[src/rtl/junction_pkg.sv]
// rtl/junction_pkg.sv - shared phase, aspect and lamp definitions for the junction scheduler
package junction_pkg;

    localparam logic [1:0] PHASE1 = 2'd0;
    localparam logic [1:0] PHASE2 = 2'd1;
    localparam logic [1:0] PHASE3 = 2'd2;

    typedef enum logic [1:0] {
        ASP_RY = 2'b00,
        ASP_G  = 2'b01,
        ASP_Y  = 2'b10,
        ASP_R  = 2'b11
    } aspect_t;

    localparam logic [2:0] LAMP_RED        = 3'b100;
    localparam logic [2:0] LAMP_YELLOW     = 3'b010;
    localparam logic [2:0] LAMP_GREEN      = 3'b001;
    localparam logic [2:0] LAMP_RED_YELLOW = 3'b110;

    function automatic logic [1:0] phase_inc(input logic [1:0] p);
        return (p == PHASE3) ? PHASE1 : p + 2'd1;
    endfunction

    function automatic logic [2:0] phase_onehot(input logic [1:0] p);
        case (p)
            PHASE1:  return 3'b001;
            PHASE2:  return 3'b010;
            default: return 3'b100;
        endcase
    endfunction

    function automatic logic [2:0] lamp_of(input logic [1:0] a);
        case (a)
            ASP_RY:  return LAMP_RED_YELLOW;
            ASP_G:   return LAMP_GREEN;
            ASP_Y:   return LAMP_YELLOW;
            default: return LAMP_RED;
        endcase
    endfunction

endpackage

[src/rtl/tick_prescaler.sv]
// rtl/tick_prescaler.sv - free-running clock divider producing one tick every TICK_DIV clocks
module tick_prescaler #(
    parameter int TICK_DIV = 25_000_000
) (
    input  logic clk,
    input  logic rst_n,
    input  logic restart,
    output logic tick
);

    localparam int W = (TICK_DIV > 1) ? $clog2(TICK_DIV) : 1;
    localparam logic [W-1:0] LAST = W'(TICK_DIV - 1);

    logic [W-1:0] cnt;

    assign tick = (cnt == LAST);

    always_ff @(posedge clk) begin
        if (!rst_n || restart) begin
            cnt <= '0;
        end else if (tick) begin
            cnt <= '0;
        end else begin
            cnt <= cnt + 1'b1;
        end
    end

endmodule

[src/rtl/junction_phase_scheduler.sv]
// rtl/junction_phase_scheduler.sv - demand-actuated round-robin phase scheduler with preemption
module junction_phase_scheduler
    import junction_pkg::*;
#(
    parameter int TICK_DIV    = 25_000_000,
    parameter int RY_TICKS    = 1,
    parameter int MIN_G_TICKS = 4,
    parameter int MAX_G_TICKS = 16,
    parameter int Y_TICKS     = 1,
    parameter int R_TICKS     = 1,
    parameter int REST_PHASE  = 0
) (
    input  logic       clk,
    input  logic       rst_n,
    input  logic [2:0] req,
    input  logic       preempt,
    input  logic [1:0] preempt_phase,
    output logic [1:0] phase,
    output logic [1:0] aspect,
    output logic [2:0] grant,
    output logic       served
);

    localparam logic [1:0] S_RY = ASP_RY;
    localparam logic [1:0] S_G  = ASP_G;
    localparam logic [1:0] S_Y  = ASP_Y;
    localparam logic [1:0] S_R  = ASP_R;

    localparam int TW = $clog2(MAX_G_TICKS + 1);
    localparam logic [TW-1:0] MAX_SAT = TW'(MAX_G_TICKS);
    localparam logic [TW:0]   RY_T    = (TW+1)'(RY_TICKS);
    localparam logic [TW:0]   MIN_T   = (TW+1)'(MIN_G_TICKS);
    localparam logic [TW:0]   MAX_T   = (TW+1)'(MAX_G_TICKS);
    localparam logic [TW:0]   Y_T     = (TW+1)'(Y_TICKS);
    localparam logic [TW:0]   R_T     = (TW+1)'(R_TICKS);
    localparam logic [1:0]    REST    = 2'(REST_PHASE);

    logic [1:0]    state, state_nx, phase_nx;
    logic [2:0]    dem, dem_nx, req_mask;
    logic [TW-1:0] tcnt;
    logic [TW:0]   elapsed;
    logic [1:0]    p1, p2;
    logic          tick, restart, pre_act, pre_other, other, enter_g;

    tick_prescaler #(
        .TICK_DIV (TICK_DIV)
    ) u_prescaler (
        .clk     (clk),
        .rst_n   (rst_n),
        .restart (restart),
        .tick    (tick)
    );

    // Elapsed ticks including the one completing this cycle, so an N-tick state exits on its last clock.
    assign elapsed = {1'b0, tcnt} + {{TW{1'b0}}, tick};

    always_comb begin
        pre_act   = preempt && (preempt_phase != 2'd3);
        pre_other = pre_act && (preempt_phase != phase);
        other     = |(dem & ~phase_onehot(phase));
        p1        = phase_inc(phase);
        p2        = phase_inc(p1);
        state_nx  = state;
        phase_nx  = phase;
        case (state)
            S_R: begin
                if (elapsed >= R_T) begin
                    state_nx = S_RY;
                    if (pre_act)         phase_nx = preempt_phase;
                    else if (dem[p1])    phase_nx = p1;
                    else if (dem[p2])    phase_nx = p2;
                    else if (dem[phase]) phase_nx = phase;
                    else                 phase_nx = REST;
                end
            end
            S_RY: begin
                if (pre_other)            state_nx = S_Y;
                else if (elapsed >= RY_T) state_nx = S_G;
            end
            S_G: begin
                if (pre_act) begin
                    if (pre_other) state_nx = S_Y;
                end else if (elapsed >= MIN_T && other &&
                             (!req[phase] || elapsed >= MAX_T)) begin
                    state_nx = S_Y;
                end
            end
            S_Y: begin
                if (elapsed >= Y_T) state_nx = S_R;
            end
        endcase
        restart = (state_nx != state);
        enter_g = (state_nx == S_G) && (state != S_G);
        // The phase being served does not re-register its own demand; clearing beats setting.
        req_mask = (state == S_G) ? ~phase_onehot(phase) : 3'b111;
        dem_nx   = dem | (req & req_mask);
        if (enter_g) dem_nx = dem_nx & ~phase_onehot(phase);
    end

    always_ff @(posedge clk) begin
        if (!rst_n) begin
            state  <= S_R;
            phase  <= REST;
            dem    <= 3'b000;
            tcnt   <= '0;
            grant  <= 3'b000;
            served <= 1'b0;
        end else begin
            state  <= state_nx;
            phase  <= phase_nx;
            dem    <= dem_nx;
            served <= enter_g;
            grant  <= (state_nx == S_R) ? 3'b000 : phase_onehot(phase_nx);
            if (restart) begin
                tcnt <= '0;
            end else if (tick && tcnt != MAX_SAT) begin
                tcnt <= tcnt + 1'b1;
            end
        end
    end

    assign aspect = state;

endmodule

[config.mk]
export PLATFORM = sky130hd
export DESIGN_NAME = junction_phase_scheduler
export DESIGN_NICKNAME = d
export VERILOG_FILES = /design/src/rtl/junction_pkg.sv /design/src/rtl/tick_prescaler.sv /design/src/rtl/junction_phase_scheduler.sv
export SDC_FILE = /design/constraint.sdc
export NUM_CORES = 1
export LEC_CHECK = 0
export CAP_MARGIN = 20
export CORE_MARGIN = 1.5
export CORE_UTILIZATION = 50
export CTS_BUF_LIST = sky130_fd_sc_hd__clkbuf_4 sky130_fd_sc_hd__clkbuf_8
export DETAILED_ROUTE_END_ITERATION = 10
export PLACE_DENSITY = 0.67
export SKIP_LAST_GASP = 1
export SYNTH_ARGS = -nofsm -noshare
export SYNTH_HDL_FRONTEND = slang
export SYNTH_SLANG_ARGS = --single-unit
[constraint.sdc]
create_clock -name clk -period 3.6 [get_ports clk]
set_clock_uncertainty 0.05 [all_clocks]
set_input_delay 0.72 -clock clk [delete_from_list [all_inputs] [get_ports clk]]
set_output_delay 0.72 -clock clk [all_outputs]
set_load 0.01 [all_outputs]
==> run_results.csv <==
group,metric,value,unit
finish,n_antenna_cell,0,
sta,holdWs,0.468,ns
placed_design,gp_congestion,0.826,
sta,final-setup-viol-count,0,
cts,cts-buffers-inserted,5,
yosys,synth_edf_count,0,
min_path,hold_path_class,"register to register",
routing,wl_per_cell,13.2,µm
sta,slew_headroom,66.7,%
sta,hold_viol_final,0,
finish,n_fill_cell,383,
sta,worst_slew_pin_slew,0.497,ns
sta,finalSetupTns,0,ns
setup_path,crit_chain,"ha_1 > and2_0 > nand4_1 > nor2_1 > ha_1 > ha_1 > and2_1 > a21oi_1 > o221ai_1 > a32oi_2 > buf_4 > nor3_1",
finish,fin_nets,275,
yosys,synthArstFlopShare,0,%
yosys,ys_seq_elements,41,
cts,cts_tree,"built",
yosys,yosysSeqAreaShare,39.2,%
sta,rsz0062_at_grt,"false",
sta,finalMaxSlewViolations,0,
yosys,syn-cell-area,2090,µm²
yosys,syn_nets,260,
yosys,syn_inst,247,
floorplan,core,4000,µm²
setup_path,cp_max_fo,30,
global_route,grt_max_degree,31,
cts,path_clk_slew,0.08,ns
sta,fin_crit,3.05,ns
placed_design,dp_hpwl,2.86,mm
yosys,yosysWarnings,0,
yosys,ys.flop_type,"dfxtp_1",
yosys,synth_common_cells,"dfxtp_1, nor2_1, nor3_1",
floorplan,start_util,52.3,%
cts,cts_buffer_depth,2,
yosys,synth_top_area_share,39.2,%
global_route,globalRouteOverflowTotal,0,
floorplan,chipHeight,67.7,µm
min_path,holdPathStages,2,
routing,drt-total-wl,4.14,mm
routing,vias_per_cell,5.59,
yosys,syn_avg_cell_area,8.47,µm²
placed_design,io_buffers,15,
global_route,grt_util_all_layers,20.7,%
sta,fmax,0.328,GHz
routing,drtPass1Iterations,4,
yosys,synth_most_common_cell,"dfxtp_1",
setup_path,cp_common_cell,"ha_1",
cts,clock_latency,0.30,ns
power_and_ir_drop,ir_worst_vdd,0.216,mV
floorplan,placementRows,23,
sta,finalCritPeriodShare,84.6,%
routing,drcViolationCount,0,
setup_path,reg2reg_depth,12,
yosys,synth_top_area_cell,"dfxtp_1",
setup_path,worstPathRequired,3.72,ns
global_route,first_global_vias,1597,
finish,layout-drive-gt1-share,8.37,%
routing,vias,1749,
setup_path,slowest_stage,"dfxtp_1",
global_route,grt_pass1_wl,7.20,mm
global_route,antenna_found_initial,0,
setup_path,cpPeakStageDelay,0.36,ns
yosys,synth_area_leaders,"dfxtp_1, xnor2_1, nor3_1",
setup_path,reg2reg_setup_slack,0.55,ns
setup_path,cp-end-kind,"register",
power_and_ir_drop,power.density,337,nW/µm²
cts,cts-resized-gates,0,
floorplan,die_w,67.7,µm
setup_path,arrival,3.17,ns
routing,first_iter_violations,71,
setup_path,critPathKind,"register to register",
outcome,status,"finished clean",
cts,cts_max_level,2,
cts,cts_setup_buffers,0,
power_and_ir_drop,static-leakage-power,0.787,nW
floorplan,dieArea,4580,µm²
yosys,synthDistinctLibCells,46,
cts,postCtsHoldBufs,0,
cts,cts_sinks,41,
floorplan,ios,16,
finish,area_growth,13.4,%
routing,drtAntennaViolNets,0,
cts,clk_root_buffer_cell,"clkbuf_8",
setup_path,cp-start-kind,"register",
run,drv_cap,0,
-- flip-flops by register name, summed over array words and instances, names as in the netlist --
name / count
aspect: 2
dem: 3
grant: 3
phase: 2
served: 1
tcnt: 5
u_prescaler.cnt: 25
-- critical path, delay by kind of cell (launching register included) --
family	cells	cell delay (ns)
DFF	1	0.36
adders and majority gates	3	0.64
and+or+nand+nor	5	0.76
buffers and inverters	1	0.34
AOI/OAI and AO/OA	3	0.77
-- through the flow --
step | worst slack (ns) | cells | util [%] | power [W] | cell area (µm²)
5_1_grt | 0.183 | 313 | 59.4 | 0.000829 | 2370
2_1_floorplan | 0.302 | 247 | - | 0.000496 | 2090
3_3_place_gp | 0.653 | 305 | 57.2 | 0.000513 | 2290
6_report | 0.554 | 313 | 59.4 | 0.000799 | 2370
3_5_place_dp | 0.562 | 305 | 57.2 | 0.000513 | 2290
4_1_cts | 0.559 | 313 | 59.4 | 0.000807 | 2370
-- cell usage in the layout, fill, tap and decap left out, drive strengths merged, types with 2 or more instances in the layout --
cell type      synthesis  layout
dfxtp                 41      41
nand2b                 5       5
o221ai                 2       2
a211oi                 3       3
clkinv                 0       2
nand4                  6       6
nor2                  26      26
buf                    5       2
ha                     5       5
or2                    2       2
clkdlybuf4s50          0      15
or3                    3       3
nand2                 13      13
nor3                  26      26
nor4                   9       9
xnor2                 21      21
xor2                   4       4
clkbuf                 4       5
and2                   4       4
a31oi                  2       2
mux2                   3       3
nor3b                  3       3
and3                   2       2
and4                   3       3
o21ai                  5       5
nand3                 13      13
nor2b                  3       3
inv                   10      10
a21oi                 11      11
-- final cells by class --
class                   count  area, µm²  share of cell area, %
multi-input cells         187       1200                   50.6
flip-flops and latches     41        821                   34.6
repair buffers             17        165                   6.95
clock buffers               5       68.8                   2.90
well taps                  50       62.6                   2.63
inverters                  10       37.5                   1.58
clock inverters             3       17.5                  0.738
-- cell families after synthesis --
kind of cell	Yosys count	share of synthesized area, %
simple gates	121	30.7
flops	41	39.2
compound gates	32	10.6
xor+xnor	25	10.5
buf+inv	19	3.71
fa+ha+maj	5	2.99
mux	4	2.27
-- layer usage --
| metal | routed length, µm | GRT usage [%] | part of all wire [%] | vias up |
|---|---|---|---|---|
| li1 | - | - | - | 908 |
| met2 | 1930 | 34.8 | 47 | 25 |
| met4 | 44 | 5.36 | 1.1 | 0 |
| met3 | 141 | 5.00 | 3.4 | 5 |
| met1 | 2020 | 26.4 | 49 | 811 |
| met5 | 0 | 0 | 0 | - |
-- report_power, final --
part	switching, W	leakage [nW]	total, W	internal (W)
Combinational	0.0000190	0.412	0.0000374	0.0000184
Sequential	0.00000630	0.332	0.000465	0.000459
Clock	0.000163	0.0439	0.000297	0.000134
-- final timing paths --
kind	start	end
setup / recovery	u_prescaler.cnt[0]	u_prescaler.cnt[6]
hold / removal	u_prescaler.cnt[4]	u_prescaler.cnt[4]
setup reg to reg	u_prescaler.cnt[0]	u_prescaler.cnt[6]
hold reg to reg	u_prescaler.cnt[4]	u_prescaler.cnt[4]
No activity file was read; power rests on OpenSTA's default activity.
